===== config.mk =====
export PLATFORM = sky130hd
export DESIGN_NAME = bar_scroll_ctrl
export DESIGN_NICKNAME = d
export VERILOG_FILES = /design/src/rtl/bar_scroll_ctrl.sv
export SDC_FILE = /design/constraint.sdc
export NUM_CORES = 1
export LEC_CHECK = 0
export CAP_MARGIN = 5
export CORE_UTILIZATION = 56
export CTS_CLUSTER_DIAMETER = 120
export DETAILED_ROUTE_END_ITERATION = 6
export GPL_TIMING_DRIVEN = 0
export PLACE_DENSITY_LB_ADDON = 0.2
export SYNTH_ARGS = -nofsm -noshare
export SYNTH_HDL_FRONTEND = slang
export SYNTH_SLANG_ARGS = --single-unit

===== constraint.sdc =====
create_clock -name clk_lcd -period 8.95 [get_ports clk_lcd]
set_input_delay 0.895 -clock clk_lcd [delete_from_list [all_inputs] [get_ports clk_lcd]]
set_output_delay 0.895 -clock clk_lcd [all_outputs]
set_load 0.005 [all_outputs]

===== src/rtl/bar_scroll_ctrl.sv =====
// Bouncing-bar scroll controller: steps the bar offset once every FRAMES_PER_STEP
// frames between 0 and OFF_MAX, gating the display enable only on frame boundaries.
module bar_scroll_ctrl #(
  parameter int H_LAST          = 524,
  parameter int V_LAST          = 285,
  parameter int OFF_MAX         = 460,
  parameter int FRAMES_PER_STEP = 2
) (
  input  logic       clk_lcd,
  input  logic       rst_n,
  input  logic [9:0] hcount_reg,
  input  logic [8:0] Vcount_reg,
  input  logic       start,
  input  logic       stop,
  input  logic [3:0] step,
  input  logic       dir_init,
  output logic [9:0] offset,
  output logic       rgb_en,
  output logic       frame_tick,
  output logic       busy,
  output logic [7:0] bounce_cnt
);

  typedef enum logic [1:0] {IDLE, ARMED, RUN, DRAIN} state_t;

  state_t      state_r, state_next_s;
  logic [9:0]  offset_r, off_next_s;
  logic [7:0]  div_r, bounce_r;
  logic        dir_r, dir_next_s, hit_s;
  logic        rgb_en_r, frame_tick_r, busy_r;
  logic        boundary_s, accept_s, update_s;
  logic [10:0] sum_s;

  assign boundary_s = (hcount_reg == 10'(H_LAST)) && (Vcount_reg == 9'(V_LAST));
  assign accept_s   = (state_r == IDLE) && start && !stop;
  assign update_s   = (state_r == RUN) && boundary_s && (div_r == 8'(FRAMES_PER_STEP - 1));
  assign sum_s      = {1'b0, offset_r} + {7'b0, step};

  // Next-state selection; stop has priority over start and boundaries
  always_comb begin
    state_next_s = state_r;
    case (state_r)
      IDLE:    if (accept_s) state_next_s = ARMED; else state_next_s = IDLE;
      ARMED: begin
        if (stop)            state_next_s = IDLE;
        else if (boundary_s) state_next_s = RUN;
        else                 state_next_s = ARMED;
      end
      RUN:     if (stop) state_next_s = DRAIN; else state_next_s = RUN;
      DRAIN:   if (boundary_s) state_next_s = IDLE; else state_next_s = DRAIN;
      default: state_next_s = IDLE;
    endcase
  end

  // Offset/direction update with edge clamping; a zero step never bounces
  always_comb begin
    off_next_s = offset_r;
    dir_next_s = dir_r;
    hit_s      = 1'b0;
    if (step == 4'd0) begin
      off_next_s = offset_r;
    end else if (dir_r) begin
      if (sum_s >= 11'(OFF_MAX)) begin
        off_next_s = 10'(OFF_MAX);
        dir_next_s = 1'b0;
        hit_s      = 1'b1;
      end else begin
        off_next_s = sum_s[9:0];
      end
    end else begin
      if ({6'd0, step} >= offset_r) begin
        off_next_s = 10'd0;
        dir_next_s = 1'b1;
        hit_s      = 1'b1;
      end else begin
        off_next_s = offset_r - {6'd0, step};
      end
    end
  end

  // State, registered outputs and scroll datapath
  always_ff @(posedge clk_lcd or negedge rst_n) begin
    if (!rst_n) begin
      state_r      <= IDLE;
      offset_r     <= 10'd0;
      dir_r        <= 1'b1;
      bounce_r     <= 8'd0;
      div_r        <= 8'd0;
      rgb_en_r     <= 1'b0;
      frame_tick_r <= 1'b0;
      busy_r       <= 1'b0;
    end else begin
      state_r      <= state_next_s;
      frame_tick_r <= boundary_s;
      busy_r       <= (state_next_s != IDLE);
      rgb_en_r     <= (state_next_s == RUN) || (state_next_s == DRAIN);
      if (accept_s) begin
        dir_r    <= dir_init;
        bounce_r <= 8'd0;
      end else if (update_s) begin
        offset_r <= off_next_s;
        dir_r    <= dir_next_s;
        if (hit_s && (bounce_r != 8'd255)) bounce_r <= bounce_r + 8'd1;
        else                               bounce_r <= bounce_r;
      end else begin
        offset_r <= offset_r;
      end
      if ((state_r == ARMED) && boundary_s) begin
        div_r <= 8'd0;
      end else if ((state_r == RUN) && boundary_s) begin
        if (div_r == 8'(FRAMES_PER_STEP - 1)) div_r <= 8'd0;
        else                                  div_r <= div_r + 8'd1;
      end else begin
        div_r <= div_r;
      end
    end
  end

  assign offset     = offset_r;
  assign rgb_en     = rgb_en_r;
  assign frame_tick = frame_tick_r;
  assign busy       = busy_r;
  assign bounce_cnt = bounce_r;

endmodule


==> summary.md, run 1 <==
| Metric | Value |
|---|---|
| Outcome | complete, no violations |
| Num CTS Buffers | 5 |
| Element type at the critical path start | input pin |
| Final setup violation count | 0 |
| Crit path max fanout | 10 |
| Ys Warns | 0 |
| Share of layout cells above drive strength 1 | around 6.6% |
| Top_reg_cell synth | dfrtp_1 |
| Cell count after synthesis | 293 |
| Syn avg cell area | 8.22 sq um |
| Clk slew on worst S/H paths | 0.07 ns |
| Die extent in x | 67.6 um |
| CTS tree | done |
| Cell Area, Placed | approximately 3000 sq um |
| Critical-path cell list | clkdlybuf4s50_1 -> ha_1 -> fa_1 -> nor2b_1 -> o31ai_1 -> nand2_1 -> mux2i_1 -> nand3_1 -> a21boi_1 -> buf_2 -> nor2_1 -> o31ai_1 |
| Initial antenna violation count | 0 |
| Final-report max-slew violation count | 0 |
| CP bufs+invs | 2 |
| Final worst setup slack | 4.43 ns |
| Synth Register Bits | 31 |
| Post-synth EDFFs | 0 |
| Most common cell after layout, fill and taps aside | clkdlybuf4s50_1 |
| Final Instance Area | 3050 sq um |
| Clk sinks | 31 |
| Post-CTS setup buffers | 0 |
| CP max-delay cell | o31ai_1 |
| Critical Path Most Common Cell | o31ai_1 |
| PD cells | 101 nW/um^2 |
| Max frequency | 0.221 GHz |
| Yosys top cell area share | 31.2% |
| Max-slew headroom | about half |
| Post-synth cell types | 55 |
| # port buffers | 48 |
| Critical Path Max Stage Delay | 0.58 ns |
| Resized cells post-CTS | 0 |
| Area taken by multi-input logic gates | 1530 sq um |
| GP Congestion | 0.912 |
| WS Path Type | input pin to register |
| Most frequent cells in the layout | clkdlybuf4s50_1 (47), o21ai_0 (36), dfrtp_1 (30), nand2_1 (26), nor2_1 (22) |
| Dpl hpwl | 4.48 mm |
| Largest cells by area after synthesis | dfrtp_1 (31%), o21ai_0 (7.5%), ha_1 (5.7%) |
| Async S/R FF share, synth | 100% |
| Drt via density | 6.03 |
| Max H-tree Level | 2 |
| Clock buffer depth | 2 |
| Core Area | 4060 sq um |
| Drc violations | 0 |
| I/O pin cnt | 49 |
| Largest net degree at the start of global routing | 32 |
| Fin crit period | between 4 and 5 ns |
| Fillcell total | 299 |
| Seq/Total Area, Yosys | 32.3% |
| Setup TNS | 0 ns |
| Wire per inst | 15.4 um |
| GRT Total Usage | 29.1% |
| Final Cycle Share | 50.5% |
| Delay-heaviest family, CP | compound AO/OA/AOI/OAI gates |
| Required time worst endpoint | 9.13 ns |
| Nets@finish | 389 |
| Reg area | 777 sq um |
| Worst-Margin Slew | 0.749 ns |
| Drt first pass iters | 6 |
| Worst EP arrival | 4.70 ns |
| Final WL | 6.14 mm |
| Leading area contributor after synthesis | dfrtp_1 |
| Hold WS | 0.537 ns |
| Skew final | 0.00211 ns |
| Setup crit end kind | register |
| Max VDD drop | 0.120 mV |
| Dpl ws | 4.21 ns |
| Via count | 2,404 |
| First-pass GRT wire length | 10.0 mm |
| Vias in the first global route | 2,222 |
| Max cap viols | 0 |
| Initial drt markers | 235 |
| P_leak | 1.28 nW |
| Initial Util | roughly three fifths |
| Post-synthesis cell area | 2410 sq um |
| Syn_nets | about 330 |
| Worst-Skew Late Latency | 0.28 ns |
| Gr ovfl total | 0 |
| Hold Crit Class | register to register |
| Area delta synth->final | 26.8% |
| Vert. Die Dim | 67.6 um |
| ANT nets after route | 0 |
| Cell row count | 23 |
| CTS hold repair buffers | 0 |
| Final Hold Fails | 0 |
| Antenna Cells | 0 |
| Root Buffer | clkbuf_8 |
| Die area | 4570 sq um |
| RSZ-0062 raised after global routing | no |
[cell usage after synthesis (6+ instances only)]
library cell,count
o21ai_0,36
nand2b_1,6
nand3_1,13
nor3_1,11
nand2_1,26
inv_1,13
clkbuf_1,12
ha_1,11
dfrtp_1,30
and3_1,6
a21oi_1,19
a21o_1,8
nor2_1,22
[sequential cells by signal, indices dropped and copies added (netlist names)]
| name | flops |
|---|---|
| offset | 10 |
| frame_tick | 1 |
| div_r | 8 |
| bounce_cnt | 8 |
| busy | 1 |
| state_r | 1 |
| rgb_en | 1 |
| dir_r | 1 |
[power by group]
part           switching [mW]  internal (mW)  total [mW]
registers            0.000385          0.142       0.142
clock network          0.0516         0.0702       0.122
logic                  0.0238         0.0201      0.0439
[layout make-up]
class / count / share of cell area [%]
Multi-Input combinational cell: 235 / 50.2
Timing Repair Buffer: 48 / 15.6
Tap cell: 50 / 2.05
Sequential cell: 31 / 25.5
Buffer: 14 / 1.80
Inverter: 13 / 1.60
Clock buffer: 8 / 3.28
[metal layers]
layer / vias up / global-route usage (%) / share of wire (%)
met5: - / 0 / 0
met4: 0 / 10.4 / 0.68
met3: 4 / 5.91 / 5.1
met2: 58 / 48.5 / 50
met1: 1157 / 37.1 / 45
li1: 1185 / - / -
[cells by family (layout without fill, tap and decap cells)]
logic type	count (synthesis)	after routing	share of synthesized area, %
AOI/OAI and AO/OA	91	91	23.7
adders and majority gates	13	13	7.38
xor gates and xnor gates	5	5	1.82
DFF	31	31	32.3
muxes	5	5	2.13
and+or+nand+nor	121	121	28.4
buffers and inverters	27	83	4.31
[through the flow]
| step | total power [mW] | std cells | utilization (%) |
|---|---|---|---|
| final | 0.308 | 399 | 75.2 |
| after global routing | 0.319 | 399 | 75.2 |
| after CTS | 0.310 | 399 | 75.1 |
| after detailed placement | 0.188 | 391 | 72.6 |
| after global placement | 0.187 | 391 | 72.7 |
| after floorplan | 0.166 | 293 | - |
[path summary, 6_finish.rpt]
kind | start | to | slack (ns) | cells after the start
setup / recovery | step[0] | offset[0]$_DFFE_PN0P_ | 4.43 | 12
hold / removal | bounce_cnt[0]$_DFFE_PN0P_ | bounce_cnt[0]$_DFFE_PN0P_ | 0.54 | 1
setup reg to reg | offset[0]$_DFFE_PN0P_ | offset[0]$_DFFE_PN0P_ | 5.10 | 11
hold reg to reg | bounce_cnt[0]$_DFFE_PN0P_ | bounce_cnt[0]$_DFFE_PN0P_ | 0.54 | 1
max in group asynchronous | rst_n | div_r[4]$_DFFE_PN0P_ | 7.84 | 1
min in group asynchronous | rst_n | div_r[0]$_DFFE_PN0P_ | 0.66 | 1
No activity file was read; power rests on OpenSTA's default activity.
==> run 2: changes to the inputs <==
CORE_UTILIZATION = 47   (was 56)
clock period = 3.63 ns   (was 8.95 ns; I/O delays follow)
==> run 2 against run 1 <==
Sequential share of layout area shrank 0.30 points. Critical path depth shrank 1. Clock skew grew 0.0044 ns. Count of clock-buffer cells in the layout is the same. Routed wire length shrank 4.6%. Flip-flop and latch count is the same. Clock power grew 110%. First-iteration DRC count shrank 58%. Global-route usage shrank 5.4 points. Final cell count grew 4.3%. Core utilization shrank 11 points. Critical endpoint is now bounce_cnt[5]$_DFFE_PN0P_. Highest routed layer unchanged.
==> summary.md, run 2 (synthesized netlist as in run 1, its figures left out) <==
| Metric | Value |
|---|---|
| Outcome | complete, no violations |
| Final Cycle Share | 94.6% |
| Drt via density | 5.67 |
| Most frequent cells in the layout | clkdlybuf4s50_1 (47), o21ai_0 (36), dfrtp_1 (30), nand2_1 (26), nor2_1 (22) |
| GP Congestion | 0.841 |
| Clk sinks | 31 |
| Required time worst endpoint | 3.84 ns |
| RSZ-0062 raised after global routing | no |
| Final core occ | about 64% |
| PD cells | around 230 nW/um^2 |
| Fillcell total | 462 |
| Initial Util | around half |
| Worst-Skew Late Latency | roughly 0.29 ns |
| Area delta synth->final | 28.3% |
| Share of layout cells above drive strength 1 | under 10% |
| Max cap viols | 0 |
| Final-report max-slew violation count | 0 |
| Final WL | 5.86 mm |
| First-pass GRT wire length | 9.85 mm |
| P_leak | 1.29 nW |
| Drc violations | 0 |
| Setup TNS | 0 ns |
| CTS tree | done |
| Worst-Margin Slew | 0.696 ns |
| Via count | between 2,000 and 2,500 |
| # port buffers | 48 |
| Vert. Die Dim | 73.6 um |
| Die area | between 5000 and 6000 sq um |
| Wire per inst | 14.1 um |
| Most common cell after layout, fill and taps aside | clkdlybuf4s50_1 |
| Worst EP arrival | 3.65 ns |
| Cell row count | 25 |
| Root Buffer | clkbuf_8 |
| Max reg flops | 10 |
| Gr ovfl total | 0 |
| Fin crit period | 3.44 ns |
| Crit path max fanout | 8 |
| Initial drt markers | 99 |
| WS Path Type | input pin to register |
| Setup crit end kind | register |
| Largest net degree at the start of global routing | 32 |
| Hold Crit Class | input pin to async pin |
| Drt first pass iters | 4 |
| Max-slew headroom | between 50% and 60% |
| ANT nets after route | 0 |
| Clk slew on worst S/H paths | 0.06 ns |
| Clock buffer depth | 2 |
| Die extent in x | roughly 74 um |
| Final Hold Fails | 0 |
| Element type at the critical path start | input pin |
| Design Power | 0.723 mW |
| Final setup violation count | 0 |
| Max frequency | 0.291 GHz |
| Max H-tree Level | 2 |
| Antenna Cells | 0 |
| Dpl hpwl | 4.37 mm |
| Vias in the first global route | 2,108 |
| GRT Total Usage | a little under a quarter |
| Num CTS Buffers | 5 |
| Core Area | 4820 sq um |
| Nets@finish | 389 |
| Initial antenna violation count | 0 |
| Max VDD drop | roughly 0.25 mV |
| I/O pin cnt | 49 |
| Skew final | about 0.0065 ns |
-- run 2: worst max-delay path, cell delays in order --
cell	delay, ns
clkdlybuf4s50_1	0.45
ha_1	0.23
fa_1	0.47
nor2b_1	0.22
o311ai_0	0.48
nor3_1	0.09
o21ba_2	0.22
o22ai_1	0.30
a21boi_4	0.15
or4_1	0.53
a21oi_1	0.15
-- run 2: worst paths after layout --
check / from / end / slack [ns] / depth (start not counted)
max: step[0] / bounce_cnt[5]$_DFFE_PN0P_ / 0.19 / 11
min: rst_n / div_r[0]$_DFFE_PN0P_ / 0.11 / 1
max reg2reg: offset[0]$_DFFE_PN0P_ / bounce_cnt[5]$_DFFE_PN0P_ / 0.29 / 10
min reg2reg: div_r[1]$_DFFE_PN0P_ / div_r[1]$_DFFE_PN0P_ / 0.53 / 2
max in group asynchronous: rst_n / bounce_cnt[7]$_DFFE_PN0P_ / 3.06 / 1
min in group clk_lcd: div_r[1]$_DFFE_PN0P_ / div_r[1]$_DFFE_PN0P_ / 0.53 / 2
-- run 2: stage by stage --
stage	worst slack (ns)	std cells	hold slack, ns	instance area (sq um)
6_report	0.195	416	0.112	3090
5_1_grt	0.00971	416	0.172	3090
4_1_cts	0.0693	416	0.135	3060
3_5_place_dp	-0.571	408	0.447	2970
3_3_place_gp	-0.576	408	0.513	2970
2_1_floorplan	0.591	293	0.0674	2410
-- run 2: repair_timing --
action                     CTS  global route
setup buffers                0             0
gates cloned                 0             0
hold buffers                 0             0
setup endpoints to repair   12            10
resized for setup            2             4
-- run 2: power breakdown --
part	total, mW	internal [mW]	switching, mW
Combinational	0.111	0.0524	0.0587
Clock	0.261	0.136	0.125
Sequential	0.351	0.350	0.000925
-- run 2: layer usage --
| layer | wire (um) | vias up | track usage (%) | part of all wire (%) |
|---|---|---|---|---|
| li1 | - | 1183 | - | - |
| met1 | 2930 | 1123 | 34.0 | 50 |
| met2 | 2630 | 48 | 36.8 | 45 |
| met3 | 234 | 6 | 4.12 | 4.0 |
| met4 | 66 | 0 | 6.41 | 1.1 |
| met5 | 0 | - | 0 | 0 |
-- run 2: cell type report --
class	count	area [sq um]	share of cell area (%)
sequential	31	777	25.2
clock buffer	8	80.1	2.59
inverter	13	48.8	1.58
buffer	13	51.3	1.66
tap	67	83.8	2.71
multi-input combinational	235	1570	50.7
timing repair buffer	49	480	15.6
==> run 3: changes to the inputs <==
REMOVE_ABC_BUFFERS = 1   (was unset)
==> run 3 against run 2 <==
Clock skew is 0.0040 ns higher. Combinational power is 12% lower. Non-clock buffer count is 13 lower. Maximum frequency down 0.36%. Final cell count down 2.9%. Routed wire length hardly changed.
==> summary.md, run 3 (synthesized netlist as in run 1, its figures left out) <==
| Metric | Value |
|---|---|
| Worst EP arrival | ~3.7 ns |
| Fillcell total | 441 |
| Max VDD drop | 0.169 mV |
| Wire per inst | between 10 and 15 um |
| Die extent in x | 73.6 um |
| Setup TNS | 0 ns |
| Path length in cells of the critical path | 11 |
| CTS tree | done |
| Delay-heaviest family, CP | compound AO/OA/AOI/OAI gates |
| Vias in the first global route | between 2,000 and 2,500 |
| Outcome | complete, no violations |
| GP Congestion | 0.821 |
| Clk slew on worst S/H paths | 0.06 ns |
| Core Area | 4820 sq um |
| Final WL | 5.86 mm |
| PD cells | 243 nW/um^2 |
| Design Power | roughly 0.74 mW |
| Critical-path cell list | clkdlybuf4s50_1 -> ha_1 -> fa_1 -> nor2b_1 -> o311ai_0 -> nor3_1 -> o21ba_2 -> o22ai_2 -> a21boi_2 -> or4_1 -> a21oi_1 |
| Hold Crit Class | input pin to async pin |
| # port buffers | between 40 and 50 |
| Initial drt markers | 123 |
| First-pass GRT wire length | between 9 and 10 mm |
| Post-CTS setup buffers | 0 |
| Max H-tree Level | 2 |
| Element type at the critical path start | input pin |
| Antenna Cells | 0 |
| Area delta synth->final | 27.2% |
| Max cap viols | 0 |
| Dpl hpwl | roughly 4.2 mm |
| Crit path max fanout | 8 |
| Clk sinks | 31 |
| Setup crit end kind | register |
| WS Path Type | input pin to register |
| Max-slew headroom | 53.4% |
| Most frequent cells in the layout | clkdlybuf4s50_1 (47), o21ai_0 (36), dfrtp_1 (30), nand2_1 (26), nor2_1 (22) |
| CP bufs+invs | 1 |
| Worst-Skew Late Latency | 0.29 ns |
| RR Startpoint | offset[0]$_DFFE_PN0P_ |
| P_leak | 1.29 nW |
| Via count | between 2,000 and 2,500 |
| Hold WS | 0.113 ns |
| Worst reg-to-reg setup slack | 0.28 ns |
| RSZ-0062 raised after global routing | no |
| Nets@finish | 377 |
| Drc violations | 0 |
| Fin crit period | 3.45 ns |
| Required time worst endpoint | between 3 and 4 ns |
| Root Buffer | clkbuf_8 |
| Clock buffer depth | 2 |
| Gr ovfl total | 0 |
| FF-to-FF End | bounce_cnt[7]$_DFFE_PN0P_ |
| Most common cell after layout, fill and taps aside | clkdlybuf4s50_1 |
| CP max-delay cell | or4_1 |
| Share of layout cells above drive strength 1 | 7.42% |
| Skew final | 0.0105 ns |
| Initial antenna violation count | 0 |
| Final-report max-slew violation count | 0 |
| Final Hold Fails | 0 |
| Vert. Die Dim | 73.6 um |
| Die area | 5410 sq um |
| Max reg flops | 10 |
| Final setup violation count | 0 |
| R2R cell count | 10 |
| Largest net degree at the start of global routing | 32 |
| Drt first pass iters | 4 |
| Worst-Margin Slew | 0.699 ns |
| Critical Path Max Stage Delay | 0.52 ns |
| Final Cycle Share | 95.0% |
| Max frequency | 0.290 GHz |
| Cell row count | 25 |
| GRT Total Usage | approximately 23% |
| I/O pin cnt | 49 |
| ANT nets after route | 0 |
| Drt via density | a little under 6 |
| Initial Util | around half |
| Num CTS Buffers | 5 |
[run 3: layout make-up]
type | instances | area, sq um | area share (%)
repair buffers | 49 | 480 | 15.7
multi-input cells | 236 | 1580 | 51.6
clock buffers | 7 | 86.3 | 2.82
clock inverters | 1 | 5.00 | 0.163
well taps | 67 | 83.8 | 2.74
inverters | 13 | 48.8 | 1.59
flip-flops and latches | 31 | 777 | 25.4
[run 3: worst max-delay path by stage]
stage                     startpoint                         to  slack (ns)
3_5_place_dp                 step[0]  bounce_cnt[1]$_DFFE_PN0P_       -0.76
3_3_place_gp                 step[0]  bounce_cnt[1]$_DFFE_PN0P_       -0.72
4_1_cts                      step[0]  bounce_cnt[1]$_DFFE_PN0P_        0.10
5_1_grt                hcount_reg[1]  bounce_cnt[5]$_DFFE_PN0P_       0.008
2_1_floorplan  offset[0]$_DFFE_PN0P_  bounce_cnt[0]$_DFFE_PN0P_        0.44
6_report                     step[0]  bounce_cnt[7]$_DFFE_PN0P_        0.18
[run 3: metal layers]
| metal | GRT usage [%] | wire length (um) |
|---|---|---|
| met5 | 0 | 0 |
| met4 | 8.12 | 154 |
| met3 | 6.04 | 323 |
| met2 | 37.5 | 2700 |
| met1 | 29.4 | 2680 |
[run 3: power breakdown]
group / internal (mW) / switching [mW]
clock: 0.153 / 0.131
sequential: 0.351 / 0.0114
combinational: 0.0508 / 0.0469
total: 0.554 / 0.190
[run 3: metrics by stage]
| step | std cells | utilization, % | cell area, sq um | setup slack, ns |
|---|---|---|---|---|
| global route | 404 | 63.6 | 3060 | 0.00827 |
| finish | 404 | 63.6 | 3060 | 0.182 |
| CTS | 402 | 62.5 | 3010 | 0.102 |
| detailed placement | 394 | 60.4 | 2910 | -0.755 |
| global placement | 394 | 60.5 | 2920 | -0.723 |
| floorplan | 279 | - | 2350 | 0.439 |
[run 3: repair_timing]
item                       in CTS  in global routing
setup endpoints to repair      12                 12
gates resized for setup         2                  4
hold buffers                    0                  0
pin swaps                       0                  2
cloned                          0                  1
